`config.mk`:
```
export PLATFORM = sky130hd
export DESIGN_NAME = multicycle_ctrl
export DESIGN_NICKNAME = d
export VERILOG_FILES = /design/src/rtl/multicycle_ctrl.sv
export SDC_FILE = /design/constraint.sdc
export NUM_CORES = 1
export LEC_CHECK = 0
export BUFFER_PORTS_ARGS = -buffer_cell sky130_fd_sc_hd__buf_2
export CAP_MARGIN = 20
export CORE_UTILIZATION = 51
export CTS_BUF_LIST = sky130_fd_sc_hd__clkbuf_16
export DETAILED_ROUTE_END_ITERATION = 12
export GPL_TIMING_DRIVEN = 0
export PLACE_DENSITY = 0.91
export SETUP_SLACK_MARGIN = 0.15
export SYNTH_ARGS = -nofsm -noshare
export SYNTH_HDL_FRONTEND = slang
export SYNTH_SLANG_ARGS = --single-unit
```
`constraint.sdc`:
```
create_clock -name clock -period 3.36 [get_ports clock]
set_input_delay 0.672 -clock clock [delete_from_list [all_inputs] [get_ports clock]]
set_output_delay 0.672 -clock clock [all_outputs]
set_load 0.02 [all_outputs]
```
`src/rtl/multicycle_ctrl.sv`:
```
// Multicycle MIPS-subset control unit: FETCH/DECODE/EXEC/MEM/WB sequencing,
// datapath enable/select decode, a sticky HALT state and a retired-instruction counter.
module multicycle_ctrl #(
  parameter int CNT_W = 16
) (
  input  logic             clock,
  input  logic             reset,
  input  logic             load,
  input  logic [5:0]       opcode,
  input  logic [5:0]       funct,
  input  logic             zero,
  output logic             pc_write,
  output logic             ir_write,
  output logic             write,
  output logic             mem_write,
  output logic [5:0]       alu_funct,
  output logic             rd_mux_s,
  output logic             op2_mux_s,
  output logic             branch_mux_s,
  output logic             j_mux_s,
  output logic [2:0]       state,
  output logic             halted,
  output logic [CNT_W-1:0] icount
);

  typedef enum logic [2:0] {
    ST_IDLE   = 3'd0,
    ST_FETCH  = 3'd1,
    ST_DECODE = 3'd2,
    ST_EXEC   = 3'd3,
    ST_MEM    = 3'd4,
    ST_WB     = 3'd5,
    ST_HALT   = 3'd6,
    ST_BAD    = 3'd7
  } state_t;

  typedef enum logic [2:0] {
    OPC_RTYPE = 3'd0,
    OPC_ADDI  = 3'd1,
    OPC_BEQ   = 3'd2,
    OPC_J     = 3'd3,
    OPC_LW    = 3'd4,
    OPC_SW    = 3'd5,
    OPC_HALT  = 3'd6,
    OPC_NOP   = 3'd7
  } opc_t;

  localparam logic [5:0] ALU_ADD = 6'b100000;
  localparam logic [5:0] ALU_SUB = 6'b100010;

  // Unrecognised opcodes collapse to NOP so they retire in two cycles.
  function automatic opc_t decode_op(input logic [5:0] op);
    opc_t res;
    case (op)
      6'b000000: res = OPC_RTYPE;
      6'b001000: res = OPC_ADDI;
      6'b000100: res = OPC_BEQ;
      6'b000010: res = OPC_J;
      6'b100011: res = OPC_LW;
      6'b101011: res = OPC_SW;
      6'b111111: res = OPC_HALT;
      default:   res = OPC_NOP;
    endcase
    return res;
  endfunction

  state_t           state_r;
  state_t           state_next_s;
  state_t           boundary_s;
  opc_t             opc_s;
  logic             retire_s;
  logic             halted_r;
  logic [CNT_W-1:0] icount_r;

  logic       pc_write_s;
  logic       ir_write_s;
  logic       write_s;
  logic       mem_write_s;
  logic [5:0] alu_funct_s;
  logic       rd_mux_s_s;
  logic       op2_mux_s_s;
  logic       branch_mux_s_s;
  logic       j_mux_s_s;

  // State, halt flag and retire counter; reset overrides every transition.
  always_ff @(posedge clock) begin
    if (reset) begin
      state_r  <= ST_IDLE;
      halted_r <= 1'b0;
      icount_r <= {CNT_W{1'b0}};
    end else begin
      state_r  <= state_next_s;
      halted_r <= (state_next_s == ST_HALT);
      if (retire_s) begin
        icount_r <= icount_r + {{(CNT_W-1){1'b0}}, 1'b1};
      end else begin
        icount_r <= icount_r;
      end
    end
  end

  // Next-state and datapath control decode.
  always_comb begin
    opc_s          = decode_op(opcode);
    boundary_s     = load ? ST_FETCH : ST_IDLE;
    state_next_s   = state_r;
    retire_s       = 1'b0;
    pc_write_s     = 1'b0;
    ir_write_s     = 1'b0;
    write_s        = 1'b0;
    mem_write_s    = 1'b0;
    alu_funct_s    = ALU_ADD;
    rd_mux_s_s     = 1'b0;
    op2_mux_s_s    = 1'b0;
    branch_mux_s_s = 1'b0;
    j_mux_s_s      = 1'b0;

    case (state_r)
      ST_IDLE: begin
        state_next_s = load ? ST_FETCH : ST_IDLE;
      end
      ST_FETCH: begin
        ir_write_s   = 1'b1;
        pc_write_s   = 1'b1;
        state_next_s = ST_DECODE;
      end
      ST_DECODE: begin
        case (opc_s)
          OPC_J: begin
            pc_write_s   = 1'b1;
            j_mux_s_s    = 1'b1;
            retire_s     = 1'b1;
            state_next_s = boundary_s;
          end
          OPC_HALT: begin
            state_next_s = ST_HALT;
          end
          OPC_NOP: begin
            retire_s     = 1'b1;
            state_next_s = boundary_s;
          end
          default: begin
            state_next_s = ST_EXEC;
          end
        endcase
      end
      ST_EXEC: begin
        case (opc_s)
          OPC_RTYPE: begin
            alu_funct_s  = funct;
            state_next_s = ST_WB;
          end
          OPC_ADDI: begin
            op2_mux_s_s  = 1'b1;
            state_next_s = ST_WB;
          end
          OPC_LW, OPC_SW: begin
            op2_mux_s_s  = 1'b1;
            state_next_s = ST_MEM;
          end
          OPC_BEQ: begin
            alu_funct_s    = ALU_SUB;
            branch_mux_s_s = zero;
            pc_write_s     = zero;
            retire_s       = 1'b1;
            state_next_s   = boundary_s;
          end
          // Opcode changed under us: abandon without counting.
          default: begin
            state_next_s = boundary_s;
          end
        endcase
      end
      ST_MEM: begin
        case (opc_s)
          OPC_SW: begin
            mem_write_s  = 1'b1;
            retire_s     = 1'b1;
            state_next_s = boundary_s;
          end
          OPC_LW: begin
            state_next_s = ST_WB;
          end
          default: begin
            state_next_s = boundary_s;
          end
        endcase
      end
      ST_WB: begin
        write_s      = 1'b1;
        rd_mux_s_s   = (opc_s == OPC_RTYPE);
        retire_s     = 1'b1;
        state_next_s = boundary_s;
      end
      ST_HALT: begin
        state_next_s = ST_HALT;
      end
      default: begin
        state_next_s = ST_IDLE;
      end
    endcase
  end

  assign pc_write     = pc_write_s;
  assign ir_write     = ir_write_s;
  assign write        = write_s;
  assign mem_write    = mem_write_s;
  assign alu_funct    = alu_funct_s;
  assign rd_mux_s     = rd_mux_s_s;
  assign op2_mux_s    = op2_mux_s_s;
  assign branch_mux_s = branch_mux_s_s;
  assign j_mux_s      = j_mux_s_s;
  assign state        = state_r;
  assign halted       = halted_r;
  assign icount       = icount_r;

endmodule

```
==> run metrics, run 1 <==
status complete, no violations; Placed Area 1530 um2; FF+latch count, synth 20; Die H 51.5 um; synthesized cell area 1250 um2; crit path time final 2.99 ns; Initial Util 55.4%; postcts setup bufs 0; CORE AREA 2250 um2; Most Used Layer, Global Route met2; Required @ worst endpoint 2.69 ns; Slew Limit Fails 0; sequential fraction of the synthesis area 32.0%; total wire length 3670 um; Die W 51.5 um; clock buffer depth 2; most frequent cells in the layout 50 x buf_2, 20 x dfxtp_1, 16 x a21oi_1; Worst-path clk slew 0.06 ns; area delta synth->final 30.4%; Mapped Cells 162; remaining antenna violation count after routing 0; routed vias 1535; # port buffers 48; n_diodes 0; Clk Latency, worst-skew pair 0.25 ns; detail-routed via count per cell 6.34; layout cells sized above 1 27.6%; worst path arrival time 2.32 ns; mean cell area of the mapped netlist 7.72 um2; ys async rst share 0%; drt first-iter violations 49; CTS resizes 0; Worst Hold Depth 2; Hold Startpoint icount[15]$_SDFFE_PP0P_; Tightest Pin Transition 0.504 ns; Worst slew margin 66.4%; FF-to-FF setup slack 1.09 ns; Pwr Total 0.000634 W; Tcrit/Tclk final 88.9%; final hold viol count 0; Max VDD drop 0.262 mV; Root Buffer clkbuf_16; commonest non-fill, non-tap cell in the layout buf_2; WHS Endpoint icount[15]$_SDFFE_PP0P_; Yosys warnings 0; Crit Path Category in2out; HP Class reg2reg; total congestion overflow 0; routed len/inst 15.2 um; first-pass GRT wire length 6150 um; Crit. End Element output port; Critical R2R Capture icount[0]$_SDFFE_PP0P_; DP HPWL 2670 um; max_cap viols 0; GR Util met1 31.7%; final core occ 72.3%; depth of the CTS H-tree 1; DIE AREA 2650 um2; syn_nets 179; number of CTS-inserted buffers 3; Setup Viol. Count Final 0; pin count of the biggest net entering global routing 13; first drt pass iteration count 4; CTS tree yes; Worst Setup Start Kind input port; met3 Usage GRT 5.85%; leakage dissipation 0.681 nW; vias in the first global route 1484; # clock sinks 20; antenna violations before repair 0; fmax 0.335 GHz; Crit Reg-Reg Startpoint state[1]$_SDFF_PP0_; total global-route track usage 30.1%; crit-path max FO 7; Distinct cells, synth 41; PD cells 389 nW/um2; nets 232; Ports 50; row cnt 17; met2 usage 57.6%; Setup TNS Final 0 ns; Post-synth EDFFs 0; Setup Skew 0.00245 ns; Synth Flop Type dfxtp_1; unrepaired setup endpoints after global routing false; Design Area, Final 1630 um2; RePlAce Congestion 0.848; reg2reg path depth 8; DRC viols 0; hold buffer count at cts 0
-- cell type report --
| class | count | area [um2] |
|---|---|---|
| well taps | 28 | 35.0 |
| clock buffers | 3 | 75.1 |
| repair buffers | 48 | 240 |
| fillers | 182 | 624 |
| multi-input cells | 127 | 783 |
| inverters | 5 | 18.8 |
| clock inverters | 1 | 30.0 |
| plain buffers | 10 | 47.5 |
| flip-flops and latches | 20 | 400 |
-- synthesized netlist by cell type (all sizes together) (2+ instances only) --
library cell	number	area share, %
or4b	2	1.6
a21oi	16	6.4
o21ai	7	2.8
nand4	4	2.0
nor4	2	1.0
nand3	5	2.0
dfxtp	20	32
nor2	13	3.9
and3	4	2.0
or3	6	3.0
nand2	12	3.6
o31ai	9	5.4
clkbuf	6	1.8
nand2b	3	1.5
inv	5	1.5
or4	10	6.3
nand3b	3	1.8
a31oi	2	1.0
buf	4	2.0
and2	4	2.0
nor3	7	2.8
a2111oi	3	2.1
-- power breakdown --
group | total, W | switching, W | internal (W)
sequential | 0.000242 | 0.00000254 | 0.000240
clock | 0.000326 | 0.0000900 | 0.000236
combinational | 0.0000650 | 0.0000424 | 0.0000226
total | 0.000634 | 0.000135 | 0.000499
-- worst max-delay path, cell delays in order --
cell and delay [ns]:
buf_2 0.14, or4_4 0.56, or3_1 0.42, or3_1 0.36
buf_2 0.16
-- cells by family (layout without fill, tap and decap cells) --
group                      Yosys count  count (layout)  synth area share, %
and+or+nand+nor                     79              79                 36.8
adders and majority gates            2               2                 1.80
muxes                                1               1                0.801
xor gates and xnor gates             1               1                0.701
AOI/OAI and AO/OA                   44              44                 22.5
DFF                                 20              20                 32.0
buffers and inverters               15              67                 5.31
-- how the worst max path moves through the flow --
stage | startpoint | end | slack [ns] | depth (start not counted)
after floorplan | opcode[3] | pc_write | 0.46 | 4
after global placement | opcode[3] | alu_funct[5] | 0.39 | 5
after detailed placement | opcode[3] | alu_funct[5] | 0.38 | 5
after CTS | opcode[3] | alu_funct[5] | 0.38 | 5
after global routing | opcode[3] | alu_funct[4] | 0.25 | 6
final | opcode[3] | alu_funct[5] | 0.37 | 5
-- sequential cells by signal (all words and copies together), names as in the netlist --
| register | flops |
|---|---|
| icount | 16 |
| state | 3 |
| halted | 1 |
-- stage by stage --
stage | hold WS, ns | std cells | worst slack (ns)
after detailed placement | 0.490 | 238 | 0.376
after floorplan | 0.551 | 162 | 0.459
final | 0.491 | 242 | 0.373
after global routing | 0.523 | 242 | 0.249
after CTS | 0.496 | 242 | 0.376
after global placement | 0.459 | 238 | 0.393
-- routing by layer --
layer,vias up,wire [um]
met3,10,217
li1,725,-
met1,723,1470
met4,0,87
met2,77,1900
met5,-,0
Note: power is estimated with default switching activity, not from simulation.
==> run 2: changes to the inputs <==
- GPL_TIMING_DRIVEN: 0 -> 1
- PLACE_DENSITY: 0.91 -> 0.87
- SLEW_MARGIN: unset -> 20
==> run metrics, run 2 (same netlist as run 1, synthesis figures left out) <==
first drt pass iteration count 4 (unchanged); Die W 51.5 um (unchanged); DP HPWL 2460 um (-7.9%); n_diodes 0 (unchanged); WHS Endpoint icount[10]$_SDFFE_PP0P_; Max VDD drop 0.387 mV (+48%); nets 224 (-3.4%); combinational power share 10.3% (about the same); leakage dissipation 0.661 nW (-2.9%); Required @ worst endpoint 2.69 ns (about the same); switch share 23.6% (+2.3 points); first-pass GRT wire length 5710 um (-7.2%); fmax 0.336 GHz (+0.25%); detail-routed via count per cell 6.21 (-2.2%); Clk Latency, worst-skew pair 0.25 ns (about the same); drt first-iter violations 32 (-35%); layout cells sized above 1 27.7% (+0.10 points); # port buffers 49 (+2.1%); Die H 51.5 um (unchanged); Slew Limit Fails 0 (unchanged); Critical R2R Capture icount[12]$_SDFFE_PP0P_; Crit. End Element output port; Hold Startpoint icount[10]$_SDFFE_PP0P_; total wire length 3340 um (-9.0%); final hold viol count 0 (unchanged); Setup Skew 0.00286 ns (+0.000408 ns); area delta synth->final 26.1%; CTS tree yes; Initial Util 55.4% (unchanged); Placed Area 1490 um2 (-2.3%); CP delay by family, top simple AND/OR/NAND/NOR gates; clock buffer depth 2 (unchanged); routed vias 1452 (-5.4%); antenna violations before repair 0 (unchanged); max FFs per register 16 (unchanged); Sequential Power Share 44.7% (+6.5 points); Crit Path Category in2out; number of CTS-inserted buffers 3 (unchanged); routed len/inst 14.3 um (-5.9%); Tightest Pin Transition 0.758 ns (+0.254 ns); Worst-path clk slew 0.05 ns (about the same); most frequent cells in the layout 49 x buf_2, 20 x dfxtp_1, 16 x a21oi_1; hold buffer count at cts 0 (unchanged); RePlAce Congestion 0.867 (+2.2%); critical-path cell list buf_2 -> or4_4 -> or3_1 -> or3_1 -> buf_2; row cnt 17 (unchanged); commonest non-fill, non-tap cell in the layout buf_2; postcts setup bufs 0 (unchanged); Worst Setup Start Kind input port; critical path's slowest cell or4_4; DIE AREA 2650 um2 (unchanged); switching power 0.000130 W (-3.8%); Worst Hold Depth 2 (unchanged); CORE AREA 2250 um2 (unchanged); Root Buffer clkbuf_16; status complete, no violations; Clk pwr share 45.1% (-6.4 points); worst path arrival time 2.31 ns (about the same); max_cap viols 0 (unchanged); crit path time final 2.98 ns (-0.00741 ns); FF-to-FF setup slack 1.01 ns (-0.08 ns); Ports 50 (unchanged); post-place setup slack 0.347 ns (-0.0288 ns); Critical Path Stages 5 (unchanged); max incr delay on CP 0.57 ns (about the same); pin count of the biggest net entering global routing 22 (+9); # clock sinks 20 (unchanged); Worst slew margin 49.3% (-17 points); reg2reg path depth 6 (-2); Design Area, Final 1580 um2 (-3.3%); Crit Reg-Reg Startpoint state[1]$_SDFF_PP0_; Tcrit/Tclk final 88.7% (-0.22 points); crit-path max FO 7 (unchanged); WP buf/inv 2 (unchanged); Setup Viol. Count Final 0 (unchanged); PD cells 348 nW/um2 (-10%); total global-route track usage 27.8% (-2.3 points); Setup TNS Final 0 ns (unchanged); vias in the first global route 1355 (-8.7%); Critical Path Start opcode[3]; CTS resizes 0 (unchanged); depth of the CTS H-tree 1 (unchanged); DRC viols 0 (unchanged); Internal Power 0.000419 W (-16%); unrepaired setup endpoints after global routing false; total congestion overflow 0 (unchanged); remaining antenna violation count after routing 0 (unchanged); Final WS setup 0.380 ns (+0.00741 ns); HP Class reg2reg
## run 2: metrics by stage
step | instances | utilization [%] | hold slack (ns) | total power, W
floorplan | 162 | - | 0.551 | 0.000285
global placement | 230 | 66.1 | 0.457 | 0.000303
detailed placement | 230 | 66.1 | 0.492 | 0.000305
CTS | 234 | 69.6 | 0.500 | 0.000550
global route | 234 | 69.9 | 0.528 | 0.000569
finish | 234 | 69.9 | 0.500 | 0.000549
## run 2: worst max-delay path by stage
stage	end	slack (ns)
2_1_floorplan	pc_write	0.46
3_3_place_gp	alu_funct[5]	0.41
3_5_place_dp	icount[9]$_SDFFE_PP0P_	0.35
4_1_cts	alu_funct[5]	0.39
5_1_grt	alu_funct[4]	0.30
6_report	alu_funct[5]	0.38
## run 2: layout make-up
cell class	instances	area [um2]
clock buffers	3	75.1
clock inverters	1	3.75
fillers	187	678
inverters	5	18.8
multi-input cells	127	791
flip-flops and latches	20	400
well taps	28	35.0
repair buffers	50	253
## run 2: per-layer routing
metal | vias to the layer above | track usage, % | routed length (um)
li1 | 707 | - | -
met1 | 684 | 32.0 | 1400
met2 | 56 | 51.3 | 1730
met3 | 5 | 4.68 | 159
met4 | 0 | 9.46 | 43
met5 | - | 0 | 0
## run 2: worst reg2reg max path: stages (launching register included)
cell	delay (ns)
dfxtp_1	0.53
nand2b_1	0.12
a311oi_1	0.49
a211oi_4	0.26
buf_4	0.23
or4_1	0.51
a21oi_1	0.15
## run 2: power by group through the flow
stage               combinational [W]  clock [W]  sequential (W)
finish                      0.0000564   0.000247        0.000245
global route                0.0000620   0.000261        0.000246
global placement            0.0000530          0        0.000250
floorplan                   0.0000350          0        0.000250
CTS                         0.0000557   0.000249        0.000245
detailed placement          0.0000552          0        0.000250
==> run 3: changes to the inputs <==
- ABC_AREA: unset -> 1
- CORE_UTILIZATION: 51 -> 55
- PLACE_DENSITY: 0.87 -> 0.89
==> run metrics, run 3 <==
Root Buffer clkbuf_16; Setup Viol. Count Final 0 (unchanged); clock buffer depth 2 (unchanged); Die H 55.0 um (+6.8%); FF-to-FF setup slack 1.56 ns (+0.55 ns); Worst Setup Start Kind input port; # port buffers 49 (unchanged); Design Area, Final 1850 um2 (+18%); nets 290 (+29%); Distinct cells, synth 32 (-22%); layout cells sized above 1 33.9% (+6.3 points); count leader, synth nand2_1; Required @ worst endpoint 2.69 ns (about the same); final hold viol count 0 (unchanged); first drt pass iteration count 4 (unchanged); remaining antenna violation count after routing 0 (unchanged); routed vias 1620 (+12%); vias in the first global route 1393 (+2.8%); WP buf/inv 2 (unchanged); Setup Skew 0.00240 ns (-0.000462 ns); critical-path cell list buf_2 -> nor3_1 -> nand3_1 -> nand2_1 -> nand4_2 -> or2_1 -> buf_2; Tcrit/Tclk final 78.8% (-9.9 points); max FFs per register 16 (unchanged); pin count of the biggest net entering global routing 21 (-4.5%); max incr delay on CP 0.24 ns (-0.33 ns); Max VDD drop 0.531 mV (+37%); depth of the CTS H-tree 1 (unchanged); drt first-iter violations 31 (-3.1%); Yosys warnings 0 (unchanged); Crit Path Category in2out; Slew Limit Fails 0 (unchanged); WHS Endpoint icount[14]$_SDFFE_PP0P_; RePlAce Congestion 0.907 (+4.5%); Post-synth EDFFs 0 (unchanged); worst path arrival time 1.98 ns (-0.33 ns); CORE AREA 2570 um2 (+14%); detail-routed via count per cell 5.38 (-13%); Tightest Pin Transition 0.471 ns (-0.286 ns); area of the multi-input gates 986 um2 (+25%); Worst Hold Depth 2 (unchanged); area delta synth->final 19.8%; cell mode on critical path buf_2; reg2reg path depth 7 (+1); Synth area leader dfxtp_1; FF+latch count, synth 20 (unchanged); Critical R2R Capture icount[0]$_SDFFE_PP0P_; total wire length 3700 um (+11%); antenna violations before repair 0 (unchanged); HP Class reg2reg; synth top area cells dfxtp_1 26%, nand2_1 8.3%, nand4_1 6.9%; row cnt 18 (+1); syn_nets 242 (+35%); DRC viols 0 (unchanged); Placed Area 1780 um2 (+19%); crit-path max FO 6 (-1); # clock sinks 20 (unchanged); fmax 0.378 GHz (+13%); most frequent cells in the layout 49 x buf_2, 34 x nand2_1, 28 x nor2_1; total congestion overflow 0 (unchanged); crit path time final 2.65 ns (-0.331 ns); top cells by count, synth 34 x nand2_1, 28 x nor2_1, 25 x inv_1; Crit. End Element output port; Crit Reg-Reg Startpoint state[1]$_SDFF_PP0_; Synth Flop Type dfxtp_1; CTS resizes 0 (unchanged); total global-route track usage 25.5% (-2.4 points); n_diodes 0 (unchanged); leakage dissipation 0.918 nW (+39%); Setup TNS Final 0 ns (unchanged); commonest non-fill, non-tap cell in the layout buf_2; sequential fraction of the synthesis area 25.9% (-6.1 points); Hold Startpoint icount[14]$_SDFFE_PP0P_; PD cells 294 nW/um2 (-16%); Initial Util 60.2% (+4.8 points); fillcell total 219 (+17%); Pwr Total 0.000544 W (-0.81%); hold buffer count at cts 0 (unchanged); Register Area 400 um2 (unchanged); post-synth top area share 25.9% (-6.1 points); Worst-path clk slew 0.05 ns (about the same); status complete, no violations; first-pass GRT wire length 5670 um (-0.61%); Worst slew margin 68.6% (+19 points); max_cap viols 0 (unchanged); Clk Latency, worst-skew pair 0.25 ns (about the same); number of CTS-inserted buffers 3 (unchanged); routed len/inst 12.3 um (-14%); synthesized cell area 1550 um2 (+24%); Mapped Cells 225 (+39%); postcts setup bufs 0 (unchanged); final core occ 72.2% (+2.3 points); CTS tree yes; Die W 55.0 um (+6.8%); mean cell area of the mapped netlist 6.87 um2 (-11%); critical path's slowest cell or2_1; unrepaired setup endpoints after global routing false; Ports 50 (unchanged); ys async rst share 0% (unchanged); DIE AREA 3030 um2 (+14%); CP delay by family, top simple AND/OR/NAND/NOR gates; DP HPWL 2760 um (+12%)
[run 3: changes by cell type in the layout (fill, tap and decap cells not counted), moves of 9 or more]
| cell | change |
|---|---|
| nand3_1 | +15 |
| nor2_1 | +15 |
| inv_1 | +20 |
| nand2_2 | +11 |
| nand4_1 | +13 |
| or4_1 | -9 |
| a21oi_2 | +10 |
| o31ai_1 | -9 |
| nand2_1 | +22 |
[run 3: kinds of logic after synthesis]
logic type	Yosys count	share of synthesized area, %
adder cells (fa/ha/maj)	1	0.809
AO/OA/AOI/OAI	26	11.3
flip-flops	20	25.9
AND/OR/NAND/NOR	131	44.8
XOR/XNOR	12	6.80
buffers and inverters	35	10.4
[run 3: worst max-delay path by stage]
stage	from	endpoint	cells after the start
after floorplan	opcode[5]	alu_funct[1]	5
after global placement	opcode[4]	alu_funct[5]	7
after detailed placement	opcode[4]	alu_funct[5]	7
after CTS	opcode[4]	alu_funct[5]	7
after global routing	opcode[4]	alu_funct[5]	7
final	opcode[4]	alu_funct[5]	7
[run 3: worst register-to-register path, stage by stage, from the launching register on]
cell and delay, ns:
dfxtp_1 0.52, inv_2 0.08, nand3_2 0.10, nor2_2 0.07
nor2_4 0.34, nand3_4 0.32, o21bai_1 0.22, nor2_1 0.05
[run 3: area by class of cell]
cell class                 count  share of cell area, %
multi-input combinational    170                   53.2
sequential                    20                   21.6
timing repair buffer          49                   13.2
inverter                      29                   5.87
clock buffer                   3                   4.05
tap                           30                   2.03
[run 3: per-layer routing]
| layer | track usage (%) | vias up | part of all wire [%] |
|---|---|---|---|
| met3 | 5.46 | 2 | 3.9 |
| met5 | 0 | - | 0 |
| met2 | 44.6 | 38 | 50 |
| met1 | 32.0 | 739 | 46 |
| li1 | - | 841 | - |
| met4 | 4.58 | 0 | 0.38 |
[run 3: per-stage QoR]
step           hold slack [ns]  worst slack (ns)  instances
4_1_cts                  0.530             0.712        301
3_5_place_dp             0.520             0.712        298
6_report                 0.530             0.712        301
3_3_place_gp             0.517             0.743        298
2_1_floorplan            0.593             0.823        225
5_1_grt                  0.559             0.513        301
[run 3: power breakdown]
| group | internal, W | total (W) | leakage (nW) | switching [W] |
|---|---|---|---|---|
| clock | 0.000157 | 0.000237 | 0.0370 | 0.0000805 |
| sequential | 0.000240 | 0.000244 | 0.161 | 0.00000390 |
| combinational | 0.0000209 | 0.0000637 | 0.719 | 0.0000428 |
